===== config.mk =====
export PLATFORM = sky130hd
export DESIGN_NAME = fpmul_pipe
export DESIGN_NICKNAME = d
export VERILOG_FILES = /design/src/rtl/fpmul_pipe.sv
export SDC_FILE = /design/constraint.sdc
export NUM_CORES = 1
export LEC_CHECK = 0
export CAP_MARGIN = 20
export CORE_UTILIZATION = 30
export DETAILED_ROUTE_END_ITERATION = 12
export PLACE_DENSITY_LB_ADDON = 0.1
export SKIP_LAST_GASP = 1
export SLEW_MARGIN = 25
export SYNTH_ARGS = -nofsm -noshare
export SYNTH_HDL_FRONTEND = slang
export SYNTH_SLANG_ARGS = --single-unit

===== constraint.sdc =====
create_clock -name i_clk -period 11.9 [get_ports i_clk]
set_input_delay 2.38 -clock i_clk [delete_from_list [all_inputs] [get_ports i_clk]]
set_output_delay 2.38 -clock i_clk [all_outputs]
set_load 0.02 [all_outputs]

===== src/rtl/fpmul_pipe.sv =====
// Pipelined binary floating-point multiplier (DAZ/FTZ, canonical NaN, sticky flags).
// Define FPMUL_RNE_EN for round-to-nearest-even; otherwise results are truncated.
module fpmul_pipe #(
  parameter int EXP_W = 5,
  parameter int MAN_W = 10
) (
  input  logic                   i_clk,
  input  logic                   i_rst_n,
  input  logic                   i_valid,
  output logic                   o_ready,
  input  logic [EXP_W+MAN_W:0]   i_a,
  input  logic [EXP_W+MAN_W:0]   i_b,
  output logic                   o_valid,
  input  logic                   i_ready,
  output logic [EXP_W+MAN_W:0]   o_res,
  output logic                   o_flag_ovf,
  output logic                   o_flag_unf,
  output logic                   o_flag_inv,
  input  logic                   i_flags_clr
);

  localparam int W    = 1 + EXP_W + MAN_W;
  localparam int PW   = 2 * MAN_W + 2;
  localparam int EW   = EXP_W + 2;
  localparam int BIAS = (2 ** (EXP_W - 1)) - 1;
  localparam int EMAX = (2 ** EXP_W) - 1;

  // Handshake: an operand pair moves in on a rising edge when i_valid & o_ready,
  // a result moves out when o_valid & i_ready; the whole pipe stalls as one unit.
  logic w_adv;
  logic w_xfer;

  // ---------------- S1: decode, classify, sign, exponent sum ----------------
  logic [EXP_W-1:0] w_ea, w_eb;
  logic [MAN_W-1:0] w_fa, w_fb;
  logic             w_a_zero, w_b_zero, w_a_inf, w_b_inf, w_a_nan, w_b_nan;
  logic             w_sign, w_inv, w_nan, w_special;
  logic [W-1:0]     w_spec_res;
  logic [EW-1:0]    w_esum;

  assign w_ea = i_a[W-2:MAN_W];
  assign w_eb = i_b[W-2:MAN_W];
  assign w_fa = i_a[MAN_W-1:0];
  assign w_fb = i_b[MAN_W-1:0];

  assign w_a_zero = (w_ea == '0);
  assign w_b_zero = (w_eb == '0);
  assign w_a_inf  = (&w_ea) & (w_fa == '0);
  assign w_b_inf  = (&w_eb) & (w_fb == '0);
  assign w_a_nan  = (&w_ea) & (|w_fa);
  assign w_b_nan  = (&w_eb) & (|w_fb);

  assign w_sign    = i_a[W-1] ^ i_b[W-1];
  assign w_inv     = (w_a_inf & w_b_zero) | (w_b_inf & w_a_zero);
  assign w_nan     = w_a_nan | w_b_nan | w_inv;
  assign w_special = w_nan | w_a_inf | w_b_inf | w_a_zero | w_b_zero;
  assign w_esum    = EW'(w_ea) + EW'(w_eb) - EW'(BIAS);

  always_comb begin
    w_spec_res = '0;
    if (w_nan) begin
      w_spec_res = {1'b0, {EXP_W{1'b1}}, 1'b1, {(MAN_W-1){1'b0}}};
    end else if (w_a_inf | w_b_inf) begin
      w_spec_res = {w_sign, {EXP_W{1'b1}}, {MAN_W{1'b0}}};
    end else begin
      w_spec_res = {w_sign, {(W-1){1'b0}}};
    end
  end

  logic             r_s1_valid;
  logic             r_s1_special;
  logic [W-1:0]     r_s1_spec_res;
  logic             r_s1_inv;
  logic             r_s1_sign;
  logic [EW-1:0]    r_s1_esum;
  logic [MAN_W:0]   r_s1_ma, r_s1_mb;

  // ---------------- S2: significand product ----------------
  logic             r_s2_valid;
  logic             r_s2_special;
  logic [W-1:0]     r_s2_spec_res;
  logic             r_s2_inv;
  logic             r_s2_sign;
  logic [EW-1:0]    r_s2_esum;
  logic [PW-1:0]    r_s2_prod;

  // ---------------- S3: normalise, round, range check, encode ----------------
  logic             w_n;
  logic [PW-1:0]    w_pn;
  logic [MAN_W-1:0] w_frac;
  logic             w_inc;
  logic [MAN_W:0]   w_frac_rnd;
  logic [EW-1:0]    w_exp;
  logic             w_ovf, w_unf;
  logic [W-1:0]     w_s3_res;
  logic             w_ovf_ev, w_unf_ev, w_inv_ev;

  // After normalisation the leading one sits at PW-1; guard is bit MAN_W.
  assign w_n    = r_s2_prod[PW-1];
  assign w_pn   = w_n ? r_s2_prod : {r_s2_prod[PW-2:0], 1'b0};
  assign w_frac = w_pn[PW-2 -: MAN_W];

`ifdef FPMUL_RNE_EN
  logic w_guard, w_sticky;
  logic w_unused;
  assign w_guard  = w_pn[MAN_W];
  assign w_sticky = |w_pn[MAN_W-1:0];
  assign w_inc    = w_guard & (w_sticky | w_frac[0]);
  assign w_unused = w_pn[PW-1];
`else
  logic w_unused;
  assign w_inc    = 1'b0;
  assign w_unused = ^{w_pn[PW-1], w_pn[MAN_W:0]};
`endif

  assign w_frac_rnd = {1'b0, w_frac} + (MAN_W+1)'(w_inc);
  assign w_exp      = r_s2_esum + EW'(w_n) + EW'(w_frac_rnd[MAN_W]);
  assign w_ovf      = !w_exp[EW-1] & (w_exp >= EW'(EMAX));
  assign w_unf      = w_exp[EW-1] | (w_exp == '0);

  always_comb begin
    w_s3_res = '0;
    if (r_s2_special) begin
      w_s3_res = r_s2_spec_res;
    end else if (w_ovf) begin
      w_s3_res = {r_s2_sign, {EXP_W{1'b1}}, {MAN_W{1'b0}}};
    end else if (w_unf) begin
      w_s3_res = {r_s2_sign, {(W-1){1'b0}}};
    end else begin
      w_s3_res = {r_s2_sign, w_exp[EXP_W-1:0], w_frac_rnd[MAN_W-1:0]};
    end
  end

  assign w_ovf_ev = !r_s2_special & w_ovf;
  assign w_unf_ev = !r_s2_special & !w_ovf & w_unf;
  assign w_inv_ev = r_s2_special & r_s2_inv;

  logic             r_s3_valid;
  logic [W-1:0]     r_s3_res;
  logic             r_s3_ovf, r_s3_unf, r_s3_inv;

  // ---------------- flow control ----------------
  assign w_adv   = !r_s3_valid | i_ready;
  assign w_xfer  = r_s3_valid & i_ready;
  assign o_ready = w_adv;
  assign o_valid = r_s3_valid;
  assign o_res   = r_s3_res;

  always_ff @(posedge i_clk or negedge i_rst_n) begin
    if (!i_rst_n) begin
      r_s1_valid <= 1'b0;
      r_s2_valid <= 1'b0;
      r_s3_valid <= 1'b0;
      r_s3_res   <= '0;
    end else if (w_adv) begin
      r_s1_valid <= i_valid;
      r_s2_valid <= r_s1_valid;
      r_s3_valid <= r_s2_valid;
      r_s3_res   <= w_s3_res;
    end
  end

  always_ff @(posedge i_clk) begin
    if (w_adv) begin
      r_s1_special  <= w_special;
      r_s1_spec_res <= w_spec_res;
      r_s1_inv      <= w_inv;
      r_s1_sign     <= w_sign;
      r_s1_esum     <= w_esum;
      r_s1_ma       <= {1'b1, w_fa};
      r_s1_mb       <= {1'b1, w_fb};

      r_s2_special  <= r_s1_special;
      r_s2_spec_res <= r_s1_spec_res;
      r_s2_inv      <= r_s1_inv;
      r_s2_sign     <= r_s1_sign;
      r_s2_esum     <= r_s1_esum;
      r_s2_prod     <= PW'(r_s1_ma) * PW'(r_s1_mb);

      r_s3_ovf      <= w_ovf_ev;
      r_s3_unf      <= w_unf_ev;
      r_s3_inv      <= w_inv_ev;
    end
  end

  // A flag event lands only when its result transfers; setting beats clearing.
  always_ff @(posedge i_clk or negedge i_rst_n) begin
    if (!i_rst_n) begin
      o_flag_ovf <= 1'b0;
      o_flag_unf <= 1'b0;
      o_flag_inv <= 1'b0;
    end else begin
      o_flag_ovf <= (o_flag_ovf & ~i_flags_clr) | (w_xfer & r_s3_ovf);
      o_flag_unf <= (o_flag_unf & ~i_flags_clr) | (w_xfer & r_s3_unf);
      o_flag_inv <= (o_flag_inv & ~i_flags_clr) | (w_xfer & r_s3_inv);
    end
  end

endmodule


Word level (Yosys, flattened, before mapping). Cells that the tools add are included.

Add/sub/neg operators: 3. Multiply operators: 1. $lt $le $gt $ge: 1. Mux-type cells: 5. Bitwise gates (word level): 33. Reductions and logical operators: 13.

Operators by type and width (count): two-way mux 15 bit (3); multiplier 11 x 11 -> 22 bit (1); two-way mux 21 bit (1); logical NOT 10 bit (2); OR reduction 10 bit (2); bitwise AND 1 bit (18); two-way mux 16 bit (1); bitwise OR 1 bit (13); logical NOT 5 bit (2); AND reduction 5 bit (2); adder 7 x 1 -> 7 bit (1); >= comparator 7 x 5 -> 1 bit, second input constant (1); logical NOT 7 bit (1); subtractor 6 x 4 -> 7 bit, second input constant (1); adder 5 x 5 -> 6 bit (1); logical NOT 1 bit (4); NOT 1 bit (1); bitwise XOR 1 bit (1).

Register bits: 119. Input port bits: 37. Output and inout port bits: 21. Logic and storage cells: 79.

Longest topological paths before layout.
Depth in word-level cells: 9. Depth in mapped cells: 19. Mapped depth without buffers: 18.

Least setup slack after synthesis. Ideal clock, no wire load.

Path type: input to output. Start: in i_ready. End: out o_ready. Arrival: 4.221 ns. Required time: 9.520 ns. Path slack: 5.299 ns. Stages: 3. Buffers on the path: 1. Cell sequence: and2b_2 clkbuf_1 clkinv_1.

Longest elaborated chain between the ends: 1.

Ends and longest elaborated chain: start: declaration (RTL line 14) `input logic i_ready,`; bitwise OR 1 bit (RTL line 143) `assign w_adv = !r_s3_valid | i_ready;`; end: declaration (RTL line 10) `output logic o_ready,`.

No other way between the ends.

Worst setup path after layout. Ends and elaborated chain as after synthesis.

==> results_dict.tcl <==
set metrics [dict create \
    outcome "complete, no violations" \
    cts_hold_buf 0 \
    post_cts.repair.setup_buffers 0 \
    synthFlopType "edfxtp_1" \
    cp.required_ns 9.52 \
    dp_hpwl_um 11800 \
    ys_ff_latch 83 \
    insertedDiodeCount 0 \
    fin_crit_sh 0.534 \
    via_count 4604 \
    path_class "input pin to output pin" \
    crit_family "buffers and inverters" \
    rsz0062_at_grt "false" \
    seq_area_frac_synth 0.339 \
    async_reset_ff_frac 0.265 \
    r2r-start "r_s1_ma[5]" \
    max_slew_margin 0.418 \
    syn_nets 844 \
    use_met1 0.173 \
    syn2layout_area_growth_pct 16.2 \
    crit_buf_inv 3 \
    tns_ns 0 \
    crit_path_start "i_ready" \
    root_buffer "clkbuf_16" \
    setup_violations 0 \
    cts-buffers-inserted 9 \
    core-area_mm2 0.0228 \
    synth.avg_cell_area_um2 10.7 \
    gp_congestion 0.792 \
    synth_edf_count 61 \
    hold_end "r_s2_esum[2]" \
    drc 0 \
    yosys_warnings 0 \
    initial_core_util 0.308 \
    cp.arrival_ns 3.97 \
    die_h_um 155 \
    hold_viol_final 0 \
    synth_cell_types 45 \
    worst_slew_pin_slew_ns 0.874 \
    clock-sinks 83 \
    crit_top_cell "clkdlybuf4s50_1" \
    chipWidth_um 155 \
    multi_input_area_mm2 0.00408 \
    clock_latency_ns 0.35 \
    cp.depth 4 \
    ioPinCount 58 \
    grt.busiest_layer "met2" \
    postSynthCellCount 660 \
    yosys.area.top_type "edfxtp_1" \
    hold_start "r_s1_esum[2]" \
    layout_commonest_cell "inv_1" \
    grt_pass1_wl_um 24600 \
    clk_path_buf_depth 2 \
    drive_gt1_frac 0.0379 \
    reg2reg_depth 17 \
    crit_chain "clkdlybuf4s50_1 > and2b_2 > inv_2 > clkdlybuf4s50_1" \
    holdPathStages 0 \
    clkSlewWorstSetupHoldPaths_ns 0.06 \
    numPortBuffers 57 \
    fp-row-count 55 \
    routed_via_density 4.49 \
    maxCapViolCount 0 \
    n_fill_cell 2323 \
    regArea_mm2 0.00238 \
    endpoint_kind "output pin" \
    clock.fmax_ghz 0.157 \
    drt_iter0_drc 152 \
    hold_path_class "flip-flop to flip-flop" \
    synth_area_leaders "edfxtp_1 (26%), fa_1 (23%), ha_1 (12%)" \
    dr.pass1.iters 4 \
    r2r_slack_ns 6.44 \
    slowest_stage "clkdlybuf4s50_1" \
    gr-usage-all-layers 0.133 \
    met2_usage 0.225 \
    wl_per_cell_um 14.2 \
    tritoncts "built" \
    cp_max_fo 18 \
    min_period_ns 6.35 \
    routed_wl_um 14600 \
    clock_skew_ns 0.0110 \
    cp-start-kind "input pin" \
    antenna_found_initial 0 \
    overflow 0 \
    cts-htree-levels 3 \
    yosys.area.top_type_share 0.260 \
    final_cell_mix "inv_1 (121), nand2_1 (81), fa_1 (80)" \
    timing.rr.end "r_s2_prod[21]" \
    grt_max_degree 71 \
    met3_usage 0.0226 \
    cpPeakStageDelay_ns 0.62 \
    grt_pass1_vias 4904 \
    die_area_mm2 0.0241 \
    slew_violations 0 \
    layout.nets 892 \
    postRouteAntennaNets 0 \
    cts_resized 0 \
    syn_area_mm2 0.00703 \
]
==> worst max-delay path by stage <==
stage and endpoint:
5_1_grt o_ready, 6_report o_ready, 2_1_floorplan o_ready, 3_5_place_dp o_ready, 3_3_place_gp o_ready, 4_1_cts o_ready
==> sequential cells by signal, summed over array words and instances (netlist names), 3 cells and up <==
signal         flops
r_s1_spec_res      3
r_s1_ma           10
r_s2_prod         12
r_s2_esum          7
o_res             16
r_s2_spec_res      3
r_s1_mb           10
r_s1_esum          7
==> cells by family after synthesis <==
kind of cell,Yosys count,synth area share
AOI/OAI and AO/OA,60,0.0551
xor gates and xnor gates,22,0.0274
adders and majority gates,147,0.347
buffers and inverters,143,0.0815
DFF,83,0.339
muxes,11,0.0157
and+or+nand+nor,194,0.135
==> synthesized netlist by cell type (3+ instances only) <==
master and instances:
o21ai_1 4, ha_1 67, nand3_1 17, edfxtp_1 61, xor2_1 9, nor2_1 22
nor2b_1 3, nor4_1 5, or4_1 5, nand3b_1 3, nor3_1 3, or3_1 3
clkbuf_1 18, and2_1 43, fa_1 80, mux2i_1 11, o21ai_2 6, a21oi_1 22
o21ai_0 9, a21o_1 3, nand2_1 81, inv_1 121, xnor2_1 13, dfrtp_1 22
==> metal layers <==
metal	vias up	wire length, µm
met5	-	0
met4	0	199
met3	13	453
met2	62	7250
met1	2300	6710
li1	2229	-
==> area by class of cell <==
cell class	instances	share of cell area
Timing Repair Buffer	58	0.0701
Clock buffer	9	0.0275
Clock inverter	7	0.00811
Multi-Input combinational cell	434	0.499
Inverter	122	0.0560
Tap cell	313	0.0479
Sequential cell	83	0.291
==> through the flow <==
stage | setup slack, ns | std cells | utilization | hold WS (ns) | area, µm²
after floorplan | 5.30 | 660 | - | 0.400 | 7030
after detailed placement | 5.52 | 1010 | 0.345 | 0.405 | 7890
after CTS | 5.51 | 1026 | 0.358 | 0.421 | 8180
after global routing | 5.46 | 1026 | 0.358 | 0.426 | 8180
final | 5.55 | 1026 | 0.358 | 0.419 | 8180
after global placement | 5.54 | 1010 | 0.345 | 0.401 | 7890
Power is left out: the tool's default activity adds up to more than one toggle a clock period on the data nets, which glitch-free logic cannot reach.
